--- src/rtl/direction_sequencer.sv ---
// Snake heading sequencer: decodes PS/2 arrow and pause keys, queues legal turns,
// and releases one turn per game tick.
module direction_sequencer #(
    parameter int QDEPTH = 2
) (
    input  logic       VGA_clk,
    input  logic       resetn,
    input  logic [7:0] ps2_key_data,
    input  logic       ps2_key_pressed,
    input  logic       game_tick,
    input  logic       game_over,
    output logic [2:0] direction,
    output logic       dir_valid,
    output logic       paused,
    output logic [1:0] queue_level
);

    localparam logic [2:0] DIR_STOP = 3'b000;
    localparam logic [2:0] DIR_UP   = 3'b001;
    localparam logic [2:0] DIR_LEFT = 3'b010;
    localparam logic [2:0] DIR_DOWN = 3'b011;
    localparam logic [2:0] DIR_RGHT = 3'b100;
    localparam logic [2:0] DIR_OVER = 3'b111;
    localparam logic [1:0] LAST     = 2'(QDEPTH - 1);
    localparam logic [1:0] FULL     = 2'(QDEPTH);

    typedef enum logic [1:0] {IDLE, EXT, BRK, EXT_BRK} pstate_t;

    pstate_t    state, state_nxt;
    logic       make_vld, make_ext;
    logic [2:0] mem [QDEPTH];
    logic [1:0] rd_ptr, wr_ptr, count;
    logic [2:0] turn, ref_dir;
    logic [1:0] tail_idx;
    logic       turn_ok, push, pop, pause_tgl;

    function automatic logic [2:0] key_to_dir(input logic [7:0] code);
        case (code)
            8'h75:   return DIR_UP;
            8'h6B:   return DIR_LEFT;
            8'h72:   return DIR_DOWN;
            8'h74:   return DIR_RGHT;
            default: return DIR_STOP;
        endcase
    endfunction

    function automatic logic [2:0] opposite(input logic [2:0] d);
        case (d)
            DIR_UP:   return DIR_DOWN;
            DIR_DOWN: return DIR_UP;
            DIR_LEFT: return DIR_RGHT;
            DIR_RGHT: return DIR_LEFT;
            default:  return DIR_STOP;
        endcase
    endfunction

    function automatic logic [1:0] inc(input logic [1:0] p);
        return (p == LAST) ? 2'd0 : p + 2'd1;
    endfunction

    // Scan-code parser; break sequences consume their trailing byte silently
    always_comb begin
        state_nxt = state;
        make_vld  = 1'b0;
        make_ext  = 1'b0;
        if (ps2_key_pressed) begin
            case (state)
                IDLE: begin
                    if (ps2_key_data == 8'hE0)      state_nxt = EXT;
                    else if (ps2_key_data == 8'hF0) state_nxt = BRK;
                    else                            make_vld  = 1'b1;
                end
                EXT: begin
                    if (ps2_key_data == 8'hF0) state_nxt = EXT_BRK;
                    else begin
                        make_vld  = 1'b1;
                        make_ext  = 1'b1;
                        state_nxt = IDLE;
                    end
                end
                default: state_nxt = IDLE;
            endcase
        end
        if (game_over) begin
            state_nxt = IDLE;
            make_vld  = 1'b0;
        end
    end

    always_ff @(posedge VGA_clk or negedge resetn) begin
        if (!resetn) state <= IDLE;
        else         state <= state_nxt;
    end

    // Turns are checked against the newest pending heading so chained turns cannot reverse
    always_comb begin
        turn      = make_vld ? key_to_dir(ps2_key_data) : DIR_STOP;
        pause_tgl = make_vld && !make_ext && (ps2_key_data == 8'h4D);
        tail_idx  = (wr_ptr == 2'd0) ? LAST : wr_ptr - 2'd1;
        ref_dir   = (count != 2'd0) ? mem[tail_idx] : direction;
        turn_ok   = (turn != DIR_STOP) && !paused &&
                    ((ref_dir == DIR_STOP) ||
                     ((turn != ref_dir) && (turn != opposite(ref_dir))));
        pop       = game_tick && !paused && !game_over && (count != 2'd0);
        push      = turn_ok && !game_over && ((count != FULL) || pop);
    end

    always_ff @(posedge VGA_clk or negedge resetn) begin
        if (!resetn) begin
            direction <= DIR_STOP;
            dir_valid <= 1'b0;
            paused    <= 1'b0;
            rd_ptr    <= 2'd0;
            wr_ptr    <= 2'd0;
            count     <= 2'd0;
            for (int i = 0; i < QDEPTH; i++) mem[i] <= DIR_STOP;
        end else if (game_over) begin
            direction <= DIR_OVER;
            dir_valid <= 1'b0;
            paused    <= 1'b0;
            rd_ptr    <= 2'd0;
            wr_ptr    <= 2'd0;
            count     <= 2'd0;
        end else begin
            dir_valid <= pop;
            if (pop)                        direction <= mem[rd_ptr];
            else if (direction == DIR_OVER) direction <= DIR_STOP;
            if (pause_tgl) paused <= ~paused;
            if (push) begin
                mem[wr_ptr] <= turn;
                wr_ptr      <= inc(wr_ptr);
            end
            if (pop) rd_ptr <= inc(rd_ptr);
            case ({push, pop})
                2'b10:   count <= count + 2'd1;
                2'b01:   count <= count - 2'd1;
                default: ;
            endcase
        end
    end

    assign queue_level = count;

endmodule

--- config.mk ---
export PLATFORM = sky130hd
export DESIGN_NAME = direction_sequencer
export DESIGN_NICKNAME = d
export VERILOG_FILES = /design/src/rtl/direction_sequencer.sv
export SDC_FILE = /design/constraint.sdc
export NUM_CORES = 1
export LEC_CHECK = 0
export CELL_PAD_IN_SITES_DETAIL_PLACEMENT = 1
export CELL_PAD_IN_SITES_GLOBAL_PLACEMENT = 1
export CORE_MARGIN = 2
export CORE_UTILIZATION = 25
export DETAILED_ROUTE_END_ITERATION = 6
export PLACE_DENSITY = 0.5
export SLEW_MARGIN = 20
export SYNTH_ARGS = -nofsm -noshare
export SYNTH_HDL_FRONTEND = slang
export SYNTH_SLANG_ARGS = --single-unit
export TNS_END_PERCENT = 100
--- constraint.sdc ---
create_clock -name VGA_clk -period 5.9 [get_ports VGA_clk]
set_input_delay 1.18 -clock VGA_clk [delete_from_list [all_inputs] [get_ports VGA_clk]]
set_output_delay 1.18 -clock VGA_clk [all_outputs]
set_load 0.02 [all_outputs]
### Word level (Yosys, flattened, before mapping)

Cells that the tools add are included.

* register bits after elaboration: 19
* input port bits: 13
* output and inout bits: 7
* logic and storage cells: 114

* $add $sub $neg: 5
* magnitude comparators: 4
* eq/ne operators: 21
* multiplexer cells: 41
* bitwise operators: 5
* reductions and logical operators: 29

Operator list (count)
* equality test 8 x 7 -> 1 bit, second input constant: 5
* 2-to-1 mux 3 bit: 12
* 2-to-1 mux 2 bit: 13
* case mux 3 bit (4 select lines): 2
* equality test 8 bit, second input constant: 2
* logical AND 1 bit: 11
* nonzero test 2 bit: 5
* greater-or-equal comparator 3 x 2 -> 1 bit, second input constant: 3
* 2-to-1 mux 1 bit: 9
* NOT 2 -> 3 bit: 3
* nonzero test 3 bit: 3
* equality test 2 x 1 -> 1 bit, second input constant: 4
* case mux 2 bit (2 select lines): 2
* adder 2 x 1 -> 2 bit, second input constant: 3
* bitwise mux 6 bit: 1
* equality test 3 x 2 -> 1 bit, second input constant: 2
* equality test 3 bit, second input constant: 2
* inequality test 3 bit: 2
* logical NOT 2 bit: 2
* inequality test 4 bit, second input constant: 1
* AND reduction 2 bit: 2
* subtractor 2 x 1 -> 2 bit, second input constant: 2
* demux 3 bit (select 1 bit): 1
* equality test 3 x 1 -> 1 bit, second input constant: 1
* 8 further kinds: 12

### Logic depth before layout (Yosys ltp)

Gate-level depths: netlist of the first run.

* depth after elaboration: 18
* mapped depth: 10
* depth with buffers taken out: 7

### Worst setup path before layout of the first run

OpenSTA, ideal clock, no wires.

* path type: input to register
* start point: in ps2_key_data[0]
* end point: reg mem[0] (netlist bit)
* setup time: 0.128 ns
* arrival: 2.978 ns
* data required time: 5.772 ns
* path slack: 2.794 ns
* stages: 7
* path buffers: 0
* path through: or3b_1 -> a2111oi_4 -> and2_4 -> a2bb2oi_1 -> a211o_4 -> nand4_2 -> mux2_1

* word-level cells in the longest chain between the ends: 14
* elaborated cells between the ends (all ways): 24
* classes of those cells: eq/ne (8); mux (8); reduce/logical (8)

Ends and longest elaborated chain
* start, declared: RTL line 8 `input logic [7:0] ps2_key_data,`
* equality test 8 bit: RTL line 70, 74
* 2-to-1 mux 1 bit: RTL line 70, 74
* 2-to-1 mux 1 bit: RTL line 69 `if (ps2_key_data == 8'hE0) state_nxt = EXT;`
* case mux 1 bit (2 select lines): RTL line 67 `case (state)`
* 2-to-1 mux 1 bit: RTL line 66 `if (ps2_key_pressed) begin`
* 2-to-1 mux 1 bit: RTL line 84 `if (game_over) begin`
* 2-to-1 mux 3 bit (*): RTL line 97 `turn = make_vld ? key_to_dir(ps2_key_data) : DIR_STOP;`
* inequality test 3 bit: RTL line 103 `((turn != ref_dir) && (turn != opposite(ref_dir))));`
* logical AND 1 bit: RTL line 103
* logical OR 1 bit: RTL line 102 `((ref_dir == DIR_STOP) ||`
* logical AND 1 bit: RTL line 101 `turn_ok = (turn != DIR_STOP) && !paused &&`
* logical AND 1 bit (2 in a row): RTL line 105 `push = turn_ok && !game_over && ((count != FULL) || pop);`
* AND reduction 2 bit (no source line)
* end signal, assigned by index: RTL line 130 `mem[wr_ptr] <= turn;`
* end, declared: RTL line 31 `logic [2:0] mem [QDEPTH];`

Every way passes the cells marked *; elsewhere a longest branch is shown, timed or not.
A chain may end at the register's enable or synchronous reset.

### Final worst setup path of the first run

* start point: in game_over
* end point: reg mem[1] (netlist bit)

* word-level cells in the longest chain between the ends: 9
* elaborated cells between the ends (all ways): 18
* classes of those cells: eq/ne (2); mux (3); bitwise (1); reduce/logical (12)

Ends and longest elaborated chain
* start, declared: RTL line 11 `input logic game_over,`
* 2-to-1 mux 1 bit: RTL line 84
* 2-to-1 mux 3 bit: RTL line 97
* inequality test 3 bit: RTL line 103
* logical AND 1 bit: RTL line 103
* logical OR 1 bit: RTL line 102
* logical AND 1 bit: RTL line 101
* logical AND 1 bit (2 in a row): RTL line 105
* AND reduction 2 bit (no source line)

Several ways; a longest one is shown, not always the timed one.

==> results of run 1 <==
## worst paths after layout
| check | to | slack, ps |
|---|---|---|
| setup / recovery | mem[1] | 2130 |
| hold / removal | mem[3] | 530 |
| setup reg to reg | mem[1] | 3240 |
| hold reg to reg | mem[3] | 530 |
| max in group asynchronous | mem[4] | 3930 |
| min in group asynchronous | rd_ptr[0] | 1420 |
## final cells by class
cell class              instances  area [um^2]  area share [%]
multi-input cells             113          841            51.5
flip-flops and latches         18          450            27.6
repair buffers                 20          198            12.1
well taps                      70         87.6            5.36
clock buffers                   3         41.3            2.53
inverters                       4         15.0           0.920
## placed cells by master (no fill, tap or decap), drive strengths merged, types with 4 or more instances in the layout
cell type,instances
clkdlybuf4s50,19
dfrtp,18
nand3b,4
nor2,12
a211oi,4
and2,5
mux2,7
mux2i,6
a21oi,9
nand3,6
nand2b,6
nand2,6
nor3,6
inv,4
## cell usage after synthesis (all sizes together), types with 2 or more instances
master and n:
nand3b 4, a21o 3, inv 4, or3 2
a311oi 2, nand2b 6, a311o 3, nand4 2
or3b 3, nor2 12, and2 5, a211oi 4
and3 3, o21ai 3, mux2i 6, clkbuf 2
nand2 6, a21oi 9, buf 6, dfrtp 18
nor3 6, mux2 7, a2bb2oi 2, nand3 6
## report_power, final
group          switching (mW)  internal [mW]  total, mW
clock                  0.0417         0.0454     0.0872
combinational          0.0333         0.0282     0.0615
sequential            0.00473          0.126      0.131
## routing by layer
metal  vias up  global-route usage, %  wire, um
met4         0                   2.63        14
met5         -                      0         0
met3         3                   2.91       113
met2        22                   25.0      2030
met1       587                   15.5      1630
li1        565                      -         -
## worst max-delay path: cells and delay by family
| kind | cells | cell delay [ps] |
|---|---|---|
| and+or+nand+nor | 3 | 930 |
| muxes | 1 | 370 |
| buffers and inverters | 2 | 600 |
| AOI/OAI and AO/OA | 3 | 830 |
## sequential cells by signal (all words and copies together) (netlist names)
signal and count:
mem 6, direction 3, queue_level 2, state 2
wr_ptr 2, dir_valid 1, paused 1, rd_ptr 1
## cell families (layout without fill, tap and decap cells)
| family | count (synthesis) | after routing | share of synthesized area (%) |
|---|---|---|---|
| AOI/OAI and AO/OA | 35 | 35 | 22.2 |
| adders and majority gates | 1 | 1 | 0.823 |
| and+or+nand+nor | 62 | 62 | 27.0 |
| buffers and inverters | 12 | 27 | 5.58 |
| xor gates and xnor gates | 2 | 2 | 1.28 |
| muxes | 13 | 13 | 10.2 |
| DFF | 18 | 18 | 32.9 |
## metrics by stage
| stage | util, % | cells | setup WS, ps |
|---|---|---|---|
| floorplan | - | 143 | 2790 |
| finish | 31.4 | 228 | 2130 |
| detailed placement | 30.6 | 225 | 1860 |
| CTS | 31.4 | 228 | 2120 |
| global route | 31.4 | 228 | 1980 |
| global placement | 30.6 | 225 | 1910 |
==> metrics, run 1 <==
Hold Startpoint=mem[3]; antenna violations before repair=0; Tcrit/Tclk final=63.9%; Remaining DRCs=0; relative slew slack=40.7%; Starting Density=a little over a quarter; Seq/Total Area, Yosys=32.9%; share of cells above drive strength 1=11.4%; Final Hold Viols=0; Clk pin slew, worst setup/hold paths=70 ps; global placement routability congestion=0.786; largest net degree at the start of global routing=19; Post-synth EDFFs=0; Final Cell Area=1630 um^2; # rows=26; CTS Buf Count=3; Total Power=0.279 mW; Worst Path Required=~6000 ps; Reg2Reg Depth=7; f_max=265 MHz; DRT iter0 DRCs=56; worst-path fanout max=17; Layout Nets=between 150 and 200; io pins=20; CP cell instances=clkdlybuf4s50_1, buf_4, or3b_4, a2111oi_4, a211oi_1, o221ai_2, and3_1, nand4_2, mux2_1; area leader, netlist=dfrtp_1; CP Launch Point=game_over; clock sinks=18; WHS Path Cells=1; ranking of synthesized cells by area=dfrtp_1 33%, mux2_1 5.8%, mux2i_1 4.4%; crit path launch type=input pin; Fillers=630; iteration count of the initial detailed-routing pass=4; Routed Antenna Nets=0; vias in the first global route=1285; Max Cap Viol=0; hold_buf cts=0; status=completed; first-pass GRT wire length=6380 um; RR Startpoint=state[1]; number of diodes=0; WS Path Type=input pin to flip-flop; clk_lat worst skew=roughly 260 ps; Post-Syn Area=1370 um^2; asr flop ratio synth=between 90% and 100%; HP Class=flip-flop to flip-flop; Resize count post-CTS=0; area delta synth->final=19.4%; overall routed net length=3800 um; area of placed instances=1590 um^2; setup_tns=0 ps; Gate Count Post-Synth=143; #FFs+latches synth=18; core area=5200 um^2; YS warnings=0; die area=roughly 6100 um^2; Die X-Extent=just under 80 um; chip height=78.0 um; LEAKAGE=0.632 nW; H-tree depth=1; power per cell area=171 nW/um^2; Netlist cell types=49; post-route minimum period=3770 ps; Crit-path slowest cell=a2111oi_4; slowest cell delay on critical path=500 ps; Clock Tree Buf Depth=2; Critical Path Sink Type=flip-flop; post-DR vias/cell=5.16; input/output buffers=19; total grt overflow=0; DR WL/cell=16.6 um; RSZ-0062 raised after global routing=false; hold_ws=533 ps; Setup Fix Bufs, Post-CTS=0; Post-Syn Nets=~160; All-Layer GR Usage=13.3%; # setup viols final=0; HPWL Detailed=around 3100 um; CTS tree=built; Worst Tran Pin Value=a little under 900 ps; root buffer cell=clkbuf_8; Setup Skew=4.86 ps; Mapped Avg Cell Area=9.56 um^2; share of the synthesized area in the top cell type=32.9%; DR vias=1177; Max VDD drop=56.0 uV; fin. max-slew vios=0; most used flip-flop cell after synthesis=dfrtp_1; WP data arrival=about 4000 ps
No activity file was read; power rests on OpenSTA's default activity.
==> run 2, diff against run 1 <==
Settings changed: PLACE_DENSITY 0.5 to 0.52.
Clock period 5.9 ns to 3.46 ns, I/O delays scaled along.
==> run 2 against run 1 <==
Total power is 70% higher; setup slack worse by 1800 ps; global-route usage down 0.47 points; sequential power is 69% higher; routed wire length decreased by 4.5%; clock skew grew 0.66 ps; flip-flop and latch count did not move; non-clock buffer count increased by 6; core utilization grew 0.87 points; die area is the same; highest routed layer unchanged.
==> metrics, run 2 (synthesized netlist as in run 1, its figures left out) <==
HP Class=flip-flop to flip-flop; post-DR vias/cell=5.00 (-3.1%); # rows=26 (unchanged); Seq. cell area=450 um^2 (unchanged); antenna violations before repair=0 (unchanged); Final Hold Viols=0 (unchanged); total grt overflow=0 (unchanged); commonest non-fill, non-tap cells in the layout=19 x clkdlybuf4s50_1, 18 x dfrtp_1, 12 x nor2_1, 9 x a21oi_1; DR vias=1170 (-0.59%); Total Power=0.475 mW (+70%); WP data arrival=3280 ps (-630 ps); Remaining DRCs=0 (unchanged); share of cells above drive strength 1=14.6% (+3.2 points); iteration count of the initial detailed-routing pass=4 (unchanged); Die X-Extent=78.0 um (unchanged); DRT iter0 DRCs=33 (-41%); H-tree depth=1 (unchanged); Largest Register=mem; setup_tns=0 ps (unchanged); clk_lat worst skew=250 ps (about the same); Setup Skew=5.52 ps (+0.658 ps); LEAKAGE=0.663 nW (+4.9%); Starting Density=26.3% (unchanged); crit path launch type=input pin; worst-path fanout max=6 (-11); root buffer cell=clkbuf_8; post-route minimum period=3150 ps; Largest register FFs=6 (unchanged); relative slew slack=45.5% (+4.8 points); RSZ-0062 raised after global routing=false; largest net degree at the start of global routing=19 (unchanged); DR WL/cell=15.5 um (-7.0%); All-Layer GR Usage=12.9% (-0.47 points); input/output buffers=19 (unchanged); Clock Tree Buf Depth=2 (unchanged); # setup viols final=0 (unchanged); f_max=~320 MHz; Max Cap Viol=0 (unchanged); hold_buf cts=0 (unchanged); Critical Path Sink Type=flip-flop; CTS Buf Count=3 (unchanged); CTS tree=built; overall routed net length=3620 um (-4.5%); Fillers=609 (-3.3%); HPWL Detailed=2990 um (-2.2%); global placement routability congestion=0.774 (-1.6%); WHS Path Cells=1 (unchanged); status=completed; Tcrit/Tclk final=91.0%; power per cell area=283 nW/um^2 (+66%); core area=5200 um^2 (unchanged); first-pass GRT wire length=6220 um (-2.5%); fin. max-slew vios=0 (unchanged); Routed Antenna Nets=0 (unchanged); vias in the first global route=1256 (-2.3%); Setup Fix Bufs, Post-CTS=0 (unchanged); r2r setup slk=890 ps (-2350 ps); Clk pin slew, worst setup/hold paths=70 ps (about the same); Worst Path Required=3590 ps (-2450 ps); number of diodes=0 (unchanged); WS Path Type=input pin to flip-flop; chip height=78.0 um (unchanged); commonest non-fill, non-tap cell in the layout=clkdlybuf4s50_1; die area=6080 um^2 (unchanged); io pins=20 (unchanged); multi-input logic area=841 um^2 (unchanged); Layout Nets=179 (+3.5%); Reg2Reg Depth=7 (unchanged); area delta synth->final=22.7%; Worst Tran Pin Value=814 ps (-72.0 ps); Resize count post-CTS=0 (unchanged); Max VDD drop=85.5 uV (+53%); biggest regs=mem: 6 flops, direction: 3 flops; clock sinks=18 (unchanged)
## run 2: cell types whose count changed in the layout (fill, tap and decap cells not counted)
| cell | before | now |
|---|---|---|
| buf_4 | 1 | 7 |
## run 2: report_power, final
part           internal (mW)  switching (mW)  leakage, nW
clock                 0.0773          0.0680       0.0216
combinational         0.0504          0.0590        0.400
sequential             0.215         0.00606        0.242
## run 2: metal layers
layer / wire length [um] / GRT usage (%) / part of all wire [%] / vias up
met5: 0 / 0 / 0 / -
met4: 45 / 4.21 / 1.2 / 0
met3: 67 / 1.51 / 1.8 / 4
met2: 1910 / 23.8 / 53 / 19
met1: 1600 / 15.3 / 44 / 569
li1: - / - / - / 578
## run 2: final timing paths
kind	start	end
worst max-delay path	ps2_key_pressed	mem[1]
worst min-delay path	mem[3]	mem[3]
worst max register to register	state[1]	mem[1]
worst min register to register	mem[3]	mem[3]
max in group asynchronous	resetn	mem[2]
min in group asynchronous	resetn	mem[4]
## run 2: layout make-up
type	count	area share [%]
Multi-Input combinational cell	113	50.1
Clock buffer	3	2.46
Sequential cell	18	26.8
Tap cell	70	5.22
Inverter	4	0.895
Timing Repair Buffer	26	14.5
## run 2: metrics by stage
step | hold slack [ps] | area [um^2] | setup slack (ps) | std cells | utilization, %
after CTS | 540 | 1680 | 319 | 234 | 32.2
after detailed placement | 524 | 1640 | 72.6 | 231 | 31.4
after global placement | 522 | 1640 | 142 | 231 | 31.4
after global routing | 569 | 1680 | 130 | 234 | 32.2
final | 537 | 1680 | 311 | 234 | 32.2
after floorplan | 396 | 1370 | 842 | 143 | -
## run 2: worst max-delay path, cell delays in order
cell,delay [ps]
clkdlybuf4s50_1,540
or3b_4,430
a2111oi_4,440
a211oi_1,120
o221ai_2,190
and3_1,330
nand4_2,180
mux2_1,360
